## src/rtl/seg_pkg.sv

```systemverilog
// Shared types and constants for the segment scan controller: FSM states,
// the hex-to-segment table (gfedcba, active-high) and the Gray encoder.
package seg_pkg;

    typedef enum logic [1:0] {
        IDLE,
        BLANK,
        SHOW,
        COMMIT
    } scan_state_e;

    localparam logic [6:0] SEG_OFF = 7'b0000000;

    localparam logic [6:0] SEG_TABLE [16] = '{
        7'b0111111, 7'b0000110, 7'b1011011, 7'b1001111,
        7'b1100110, 7'b1101101, 7'b1111101, 7'b0000111,
        7'b1111111, 7'b1101111, 7'b1110111, 7'b1111100,
        7'b0111001, 7'b1011110, 7'b1111001, 7'b1110001
    };

    function automatic logic [3:0] gray_enc(input logic [3:0] v);
        return v ^ (v >> 1);
    endfunction

endpackage

```

## src/rtl/hex_to_seg.sv

```systemverilog
// Combinational 4-bit to 7-segment decoder backed by the package table.
module hex_to_seg
    import seg_pkg::*;
(
    input  logic [3:0] value,
    output logic [6:0] seg
);

    assign seg = SEG_TABLE[value];

endmodule

```

## src/rtl/seg_scan_ctrl.sv

```systemverilog
// Multiplexed 7-segment scan controller with double-buffered digit values,
// a blanking gap before each digit, and a one-cycle commit between frames.
module seg_scan_ctrl
    import seg_pkg::*;
#(
    parameter int NUM_DIGITS   = 4,
    parameter int REFRESH_DIV  = 50000,
    parameter int BLANK_CYCLES = 16
) (
    input  logic                          clk,
    input  logic                          rst,
    input  logic                          enable,
    input  logic                          wr_valid,
    output logic                          wr_ready,
    input  logic [$clog2(NUM_DIGITS)-1:0] wr_digit,
    input  logic [3:0]                    wr_value,
    input  logic                          wr_gray,
    output logic [6:0]                    seven_segment,
    output logic [NUM_DIGITS-1:0]         digit_en,
    output logic                          frame_done
);

    localparam int DW   = $clog2(NUM_DIGITS);
    localparam int MAXC = (REFRESH_DIV > BLANK_CYCLES) ? REFRESH_DIV : BLANK_CYCLES;
    localparam int CW   = $clog2(MAXC) + 1;

    scan_state_e   state, state_n;
    logic [DW-1:0] digit, digit_n;
    logic [CW-1:0] cnt, cnt_n;
    logic [3:0]    shadow [NUM_DIGITS];
    logic [3:0]    active [NUM_DIGITS];
    logic [6:0]    dec_seg;

    assign wr_ready   = (state != COMMIT);
    assign frame_done = (state == COMMIT);

    // Decode the digit that will be on the pins after this edge, so the
    // segment and enable registers always load as a matched pair.
    hex_to_seg u_dec (
        .value (active[digit_n]),
        .seg   (dec_seg)
    );

    always_comb begin
        state_n = state;
        digit_n = digit;
        cnt_n   = cnt;
        case (state)
            IDLE: begin
                digit_n = '0;
                cnt_n   = '0;
                if (enable) begin
                    state_n = BLANK;
                    cnt_n   = CW'(BLANK_CYCLES);
                end
            end
            BLANK: begin
                if (cnt == CW'(1)) begin
                    state_n = SHOW;
                    cnt_n   = CW'(REFRESH_DIV);
                end else begin
                    cnt_n = cnt - 1'b1;
                end
            end
            SHOW: begin
                if (cnt == CW'(1)) begin
                    if (digit == DW'(NUM_DIGITS - 1)) begin
                        state_n = COMMIT;
                        cnt_n   = CW'(1);
                    end else begin
                        state_n = BLANK;
                        digit_n = digit + 1'b1;
                        cnt_n   = CW'(BLANK_CYCLES);
                    end
                end else begin
                    cnt_n = cnt - 1'b1;
                end
            end
            COMMIT: begin
                state_n = BLANK;
                digit_n = '0;
                cnt_n   = CW'(BLANK_CYCLES);
            end
            default: state_n = IDLE;
        endcase
        // Dropping enable stops the scan from any state; a COMMIT in
        // progress still copies shadow to active on this same edge.
        if (!enable) begin
            state_n = IDLE;
            digit_n = '0;
            cnt_n   = '0;
        end
    end

    always_ff @(posedge clk) begin
        if (rst) begin
            state         <= IDLE;
            digit         <= '0;
            cnt           <= '0;
            seven_segment <= SEG_OFF;
            digit_en      <= '0;
            for (int i = 0; i < NUM_DIGITS; i++) begin
                shadow[i] <= '0;
                active[i] <= '0;
            end
        end else begin
            state <= state_n;
            digit <= digit_n;
            cnt   <= cnt_n;
            if (state_n == SHOW) begin
                seven_segment <= dec_seg;
                digit_en      <= {{(NUM_DIGITS-1){1'b0}}, 1'b1} << digit_n;
            end else begin
                seven_segment <= SEG_OFF;
                digit_en      <= '0;
            end
            for (int i = 0; i < NUM_DIGITS; i++) begin
                if (state == IDLE || state == COMMIT)
                    active[i] <= shadow[i];
                // Out-of-range indices match no entry and are dropped.
                if (wr_valid && wr_ready && wr_digit == DW'(i))
                    shadow[i] <= wr_gray ? gray_enc(wr_value) : wr_value;
            end
        end
    end

endmodule

```

## config.mk

```make
export PLATFORM = sky130hd
export DESIGN_NAME = seg_scan_ctrl
export DESIGN_NICKNAME = d
export VERILOG_FILES = /design/src/rtl/seg_pkg.sv /design/src/rtl/hex_to_seg.sv /design/src/rtl/seg_scan_ctrl.sv
export SDC_FILE = /design/constraint.sdc
export NUM_CORES = 1
export LEC_CHECK = 0
export BUFFER_PORTS_ARGS = -buffer_cell sky130_fd_sc_hd__buf_4
export CORE_MARGIN = 5
export CORE_UTILIZATION = 45
export DETAILED_ROUTE_END_ITERATION = 8
export SLEW_MARGIN = 10
export SYNTH_ARGS = -nofsm -noshare
export SYNTH_HDL_FRONTEND = slang
export SYNTH_SLANG_ARGS = --single-unit
```

## constraint.sdc

```tcl
create_clock -name clk -period 3.5 [get_ports clk]
set_clock_uncertainty 0.2 [all_clocks]
set_input_delay 0.7 -clock clk [delete_from_list [all_inputs] [get_ports clk]]
set_output_delay 0.7 -clock clk [all_outputs]
set_load 0.1 [all_outputs]
```

## After elaboration in Yosys (flattened, before gate mapping)

Memory sizes are Yosys's and may differ from the RTL's. A register that Yosys moved wholly into a read port is not among the register bits.
Index checks and enable logic that the tools add are counted.

- Register bits: 25
- Bits in writable memories: 32
- ROM bits: 112
- Logic and storage cells: 82
- Memories: 3

Memories:

| name | depth | bits a word | read ports | clocked after memory_dff | wr ports | RTL line | RTL |
|---|---|---|---|---|---|---|---|
| (name not given) | 16 | 7 | 1 | 1 | 0 | hex_to_seg.sv:9 | `assign seg = SEG_TABLE[value];` |
| active | 4 | 4 | 1 | 0 | 4 | seg_scan_ctrl.sv:31 | `logic [3:0] active [NUM_DIGITS];` |
| shadow | 4 | 4 | 4 | 0 | 4 | seg_scan_ctrl.sv:30 | `logic [3:0] shadow [NUM_DIGITS];` |

- Add/subtract/negate cells: 2
- Eq/ne operators: 10
- Shift operators: 1
- Muxes and demuxes: 39
- Bitwise logic cells: 12
- Reduce and logical (&&, ||, !) cells: 11

Operators with widths:

| cell | count |
|---|---|
| $pmux W17 S3 | 1 |
| $mux W4 | 9 |
| $mux W17 | 2 |
| $eq A17 B1 Y1 const B | 1 |
| $mux W1 | 17 |
| $sub A17 B1 Y17 const B | 1 |
| $mux W2 | 7 |
| $eq A2 B2 Y1 const B | 6 |
| $or A1 B1 Y1 | 8 |
| $pmux W2 S3 | 1 |
| $reduce_or A2 Y1 | 3 |
| $logic_and A1 B1 Y1 | 5 |
| $mux W5 | 1 |
| $not A4 Y5 | 1 |
| $eq A2 B1 Y1 const B | 2 |
| $logic_not A2 Y1 | 2 |
| $pmux W2 S2 | 1 |
| $shl A1 B2 Y4 const A | 1 |
| $xor A4 B3 Y4 | 1 |
| $add A2 B1 Y2 const B | 1 |
| $ne A2 B2 Y1 const B | 1 |
| $not A1 Y1 | 2 |
| $logic_or A1 B1 Y1 | 1 |

## Depth between registers and ports, before layout

- Word-level depth: 8
- Mapped depth: 14

## Hierarchy

Synthesis repeated with hierarchy kept, for this count alone.

- Cell total of the unflattened synthesis: 330
- Area total of the unflattened synthesis: 3296.9 um2

By module, submodules not included:

| module | times used | cells an instance | area an instance (um2) | seq. area each (um2) |
|---|---|---|---|---|
| seg_scan_ctrl | 1 | 297 | 3002.9 | 1601.5 |
| hex_to_seg | 1 | 33 | 294.0 | 0.0 |

## Worst setup path after synthesis

No wires, ideal clock.

- Path type: flip-flop to flip-flop
- From: register cnt[3]
- To: register seven_segment[3]
- Setup time: 117 ps
- Data arrival time: 2839 ps
- Data required time: 3183 ps
- Slack: 344 ps
- Cell stages (with the launch flop): 12
- Buffers on the path: 1
- Clock period less this slack: 3156 ps
- Path through: dfxtp_1 > or4_4 > and4b_1 > buf_4 > a31oi_4 > nor2_2 > mux2i_1 > mux2_2 > inv_1 > ha_1 > a21o_1 > a22o_1

- Cells in the longest elaborated chain, start to end: 7
- Elaborated cells between the ends (all ways): 13
- Classes of those cells: eq/ne: 2; mux: 7; bitwise: 2; reduce/logical: 1; memory: 1

Ends and longest elaborated chain:

| element | RTL line | RTL |
|---|---|---|
| start, declared | seg_scan_ctrl.sv:29 | `logic [CW-1:0] cnt, cnt_n;` |
| start signal, assigned | seg_scan_ctrl.sv:109 | `cnt <= cnt_n;` |
| $eq A17 B1 Y1 (*) | seg_scan_ctrl.sv:58, seg_scan_ctrl.sv:66 |  |
| $mux W2, on equally long branches | seg_scan_ctrl.sv:66, seg_scan_ctrl.sv:58 |  |
| $pmux W2 S3 | seg_scan_ctrl.sv:48 | `case (state)` |
| $mux W2 | seg_scan_ctrl.sv:88 | `if (!enable) begin` |
| $eq A2 B2 Y1 | seg_scan_ctrl.sv:110 | `if (state_n == SHOW) begin` |
| $not A1 Y1 (no source line) | - |  |
| $reduce_or A2 Y1 (no source line) | - |  |
| end, declared | seg_scan_ctrl.sv:18 | `output logic [6:0] seven_segment,` |

Mark *: on every way between the ends. The rest lies on a longest branch, timed or not.
A chain may end at the register's enable or synchronous reset.

## Worst setup path in the final report

Ends and elaborated chain as after synthesis.

==> impl_metrics.yaml <==
die:
  rows: 30
  die_w_microns: 92.3
  start_util_pct: 45.7
  core_area_sq_um: 6680
  die-area_sq_um: 8530
  die_h_microns: 92.3
  ios: 24
timing:
  fin_crit_ns: 3.31
  tightest_slew_ns: 0.632
  rsz0062_at_grt: "no"
  hold-worst-slack_ns: 0.268
  fmax_mhz: 302
  setup_tns_ns: 0
  fin_crit_sh_pct: 94.7
  hold_viol: 0
  slew_violations: 0
  finalSetupViolCount: 0
  slew-limit-headroom_pct: 57.8
worst_setup_path:
  rr_worst_depth: 9
  path_buf_inv: 1
  cp.arrival_ns: 3.36
  slowest_stage: "or4_4"
  worstPathRequired_ns: 3.54
  crit_chain: "or4_4, and4b_1, and2_1, o221a_2, mux2_2, inv_1, ha_1, a21o_1, a22o_1"
  critical_path.startpoint_type: "register"
  end_kind: "register"
  slowest_delay_ns: 0.58
  worstSetupPathType: "reg -> reg"
  r2r-end: "seven_segment[3]"
  cp_num_cells: 9
  crit_fanout: 7
  timing.rr.start: "cnt[3]"
  critPathTopFamily: "simple AND/OR/NAND/NOR gates"
  reg2reg_slack_ns: 0.19
clock_tree:
  hold_buffers: 0
  cts-root-buf: "clkbuf_8"
  cts_buffer_depth: 2
  clock_sinks: 64
  cts.clk_slew.worst_paths_ns: 0.08
  cts_tree: "yes"
  htreeDepth: 3
  cts_buffers: 9
  clk_latency_ns: 0.34
cells_and_area:
  fin_nets: 345
  final_common_cell: "nor2_1"
  areaGrowthSynthToFinish_pct: 16.7
  fin_area_sq_um: 3560
  final_cell_mix: "nor2_1 (37), edfxtp_1 (32), dfxtp_1 (32)"
  insertedDiodeCount: 0
  final_layout_size_suffix_gt1_share_pct: 19.0
synth:
  ys_seq_elements: 64
  synthCells: 290
  synth.distinct_cells: 55
  syn_area_per_cell_sq_um: 10.5
  ys_warn_count: 0
  syn_area_sq_um: 3050
  syn_nets: 313
  synth_edf_count: 32
  synth-seq-area-share_pct: 52.5
  synthArstFlopShare_pct: 0
  ys.flop_type: "edfxtp_1"
power_and_ir_drop:
  ir_drop_uv: 227
  power_leakage_nw: 1.42
  power_density_nw_per_um2: 487
global_routing:
  grt_pass1_vias: 2111
  grt_max_degree: 17
  gr-total-overflow: 0
  track_usage_pct: 14.6
  use_met1_pct: 19.6
  grt_use_met2_pct: 21.3
  top_usage_layer: "met2"
  grt_pass1_wl_microns: 9750
  grt_use_met3_pct: 4.22
  antenna_found_initial: 0
place:
  placed_cell_area_sq_um: 3330
  dpl.hpwl_microns: 4180
  port_buffers: 23
  routabilityCongestion: 0.853
hold_path:
  hold_class: "reg -> reg"
  worstHoldStart: "cnt[15]"
  min_to: "cnt[15]"
  hold_depth: 2
routing:
  vias: 2127
  drc: 0
  routed_wl_microns: 5470
  drtAntennaViolNets: 0
  routed_via_density: 5.23
  detail_route.iter0.violations: 107
  first_pass_iters: 4
  routedWlPerCell_microns: 13.4
status:
  outcome: "finished clean"
job:
  maxCapViolations: 0
synth_stat cells, drive strengths merged, types with 2 or more instances:
| master | count | share of area, % |
|---|---|---|
| nor2 | 39 | 5.0 |
| dfxtp | 32 | 21 |
| edfxtp | 32 | 32 |
| and2 | 17 | 3.5 |
| nor3 | 17 | 2.8 |
| a21oi | 14 | 2.3 |
| inv | 14 | 1.7 |
| ha | 12 | 4.9 |
| nand2 | 12 | 1.8 |
| o21ai | 10 | 1.6 |
| xnor2 | 10 | 2.9 |
| nand3 | 7 | 1.1 |
| clkbuf | 5 | 0.62 |
| mux2i | 5 | 1.8 |
| xor2 | 5 | 1.4 |
| nand2b | 4 | 0.82 |
| nor4 | 4 | 0.82 |
| a211oi | 3 | 0.90 |
| a311oi | 3 | 0.86 |
| mux2 | 3 | 1.1 |
| nor2b | 3 | 0.62 |
| nor3b | 3 | 0.74 |
| or2 | 3 | 0.62 |
| a211o | 2 | 0.57 |
| a21o | 2 | 0.49 |
| a22o | 2 | 0.57 |
| a22oi | 2 | 0.49 |
| a31o | 2 | 0.57 |
| a31oi | 2 | 0.90 |
| and3 | 2 | 0.41 |
| buf | 2 | 0.41 |
| o211ai | 2 | 0.49 |
| or3 | 2 | 0.41 |
| or4 | 2 | 0.62 |
registers in the layout, summed over array words and instances (netlist names):
register and flops:
active 16, cnt 17, digit 2, digit_en 4, seven_segment 7, shadow 16
state 2
power by group:
part,leakage [nW],internal [mW],switching (mW),total (mW)
combinational,0.698,0.0808,0.106,0.187
clock,0.110,0.408,0.306,0.713
sequential,0.609,0.820,0.0135,0.833
total,1.42,1.31,0.425,1.73
worst max path at each step:
stage	from	to	slack, ns
after floorplan	cnt[3]	seven_segment[3]	0.34
after global routing	cnt[3]	seven_segment[3]	0.005
final	cnt[3]	seven_segment[3]	0.19
after detailed placement	cnt[3]	seven_segment[3]	0.09
after global placement	cnt[3]	seven_segment[3]	0.20
after CTS	cnt[3]	seven_segment[3]	0.08
what timing repair did:
action / CTS / global route
endpoints found under the setup margin: 0 / 3
setup buffers: 0 / 0
gates resized for setup: 0 / 1
routing by layer:
layer	vias to the layer above	wire (microns)
li1	1097	-
met1	967	2650
met2	51	2380
met3	12	304
met4	0	132
met5	-	0
worst min-delay path: stages, from the launching register on:
cell and delay [ns]:
dfxtp_1 0.33, inv_1 0.05, a211oi_1 0.05
cell families (layout without fill, tap and decap cells):
group | Yosys count | after routing | synth area share, %
simple gates | 120 | 120 | 20.6
flops | 64 | 64 | 52.5
compound gates | 50 | 50 | 12.0
buf+inv | 21 | 58 | 2.75
xor+xnor | 15 | 15 | 4.31
fa+ha+maj | 12 | 12 | 4.92
mux | 8 | 8 | 2.87
through the flow:
stage	power (mW)	std cells	setup WS, ns	util [%]
global route	1.82	407	0.00465	53.3
detailed placement	1.04	391	0.0944	49.8
global placement	1.04	391	0.199	49.8
CTS	1.75	407	0.0833	53.2
floorplan	0.985	290	0.344	-
finish	1.73	407	0.187	53.3
cell type report:
type | count | area [sq um]
fill | 600 | 3120
sequential | 64 | 1600
multi-input combinational | 205 | 1370
timing repair buffer | 28 | 210
clock buffer | 9 | 124
clock inverter | 7 | 103
tap | 80 | 100
inverter | 14 | 52.6
Power figures use the tool's default switching activity.
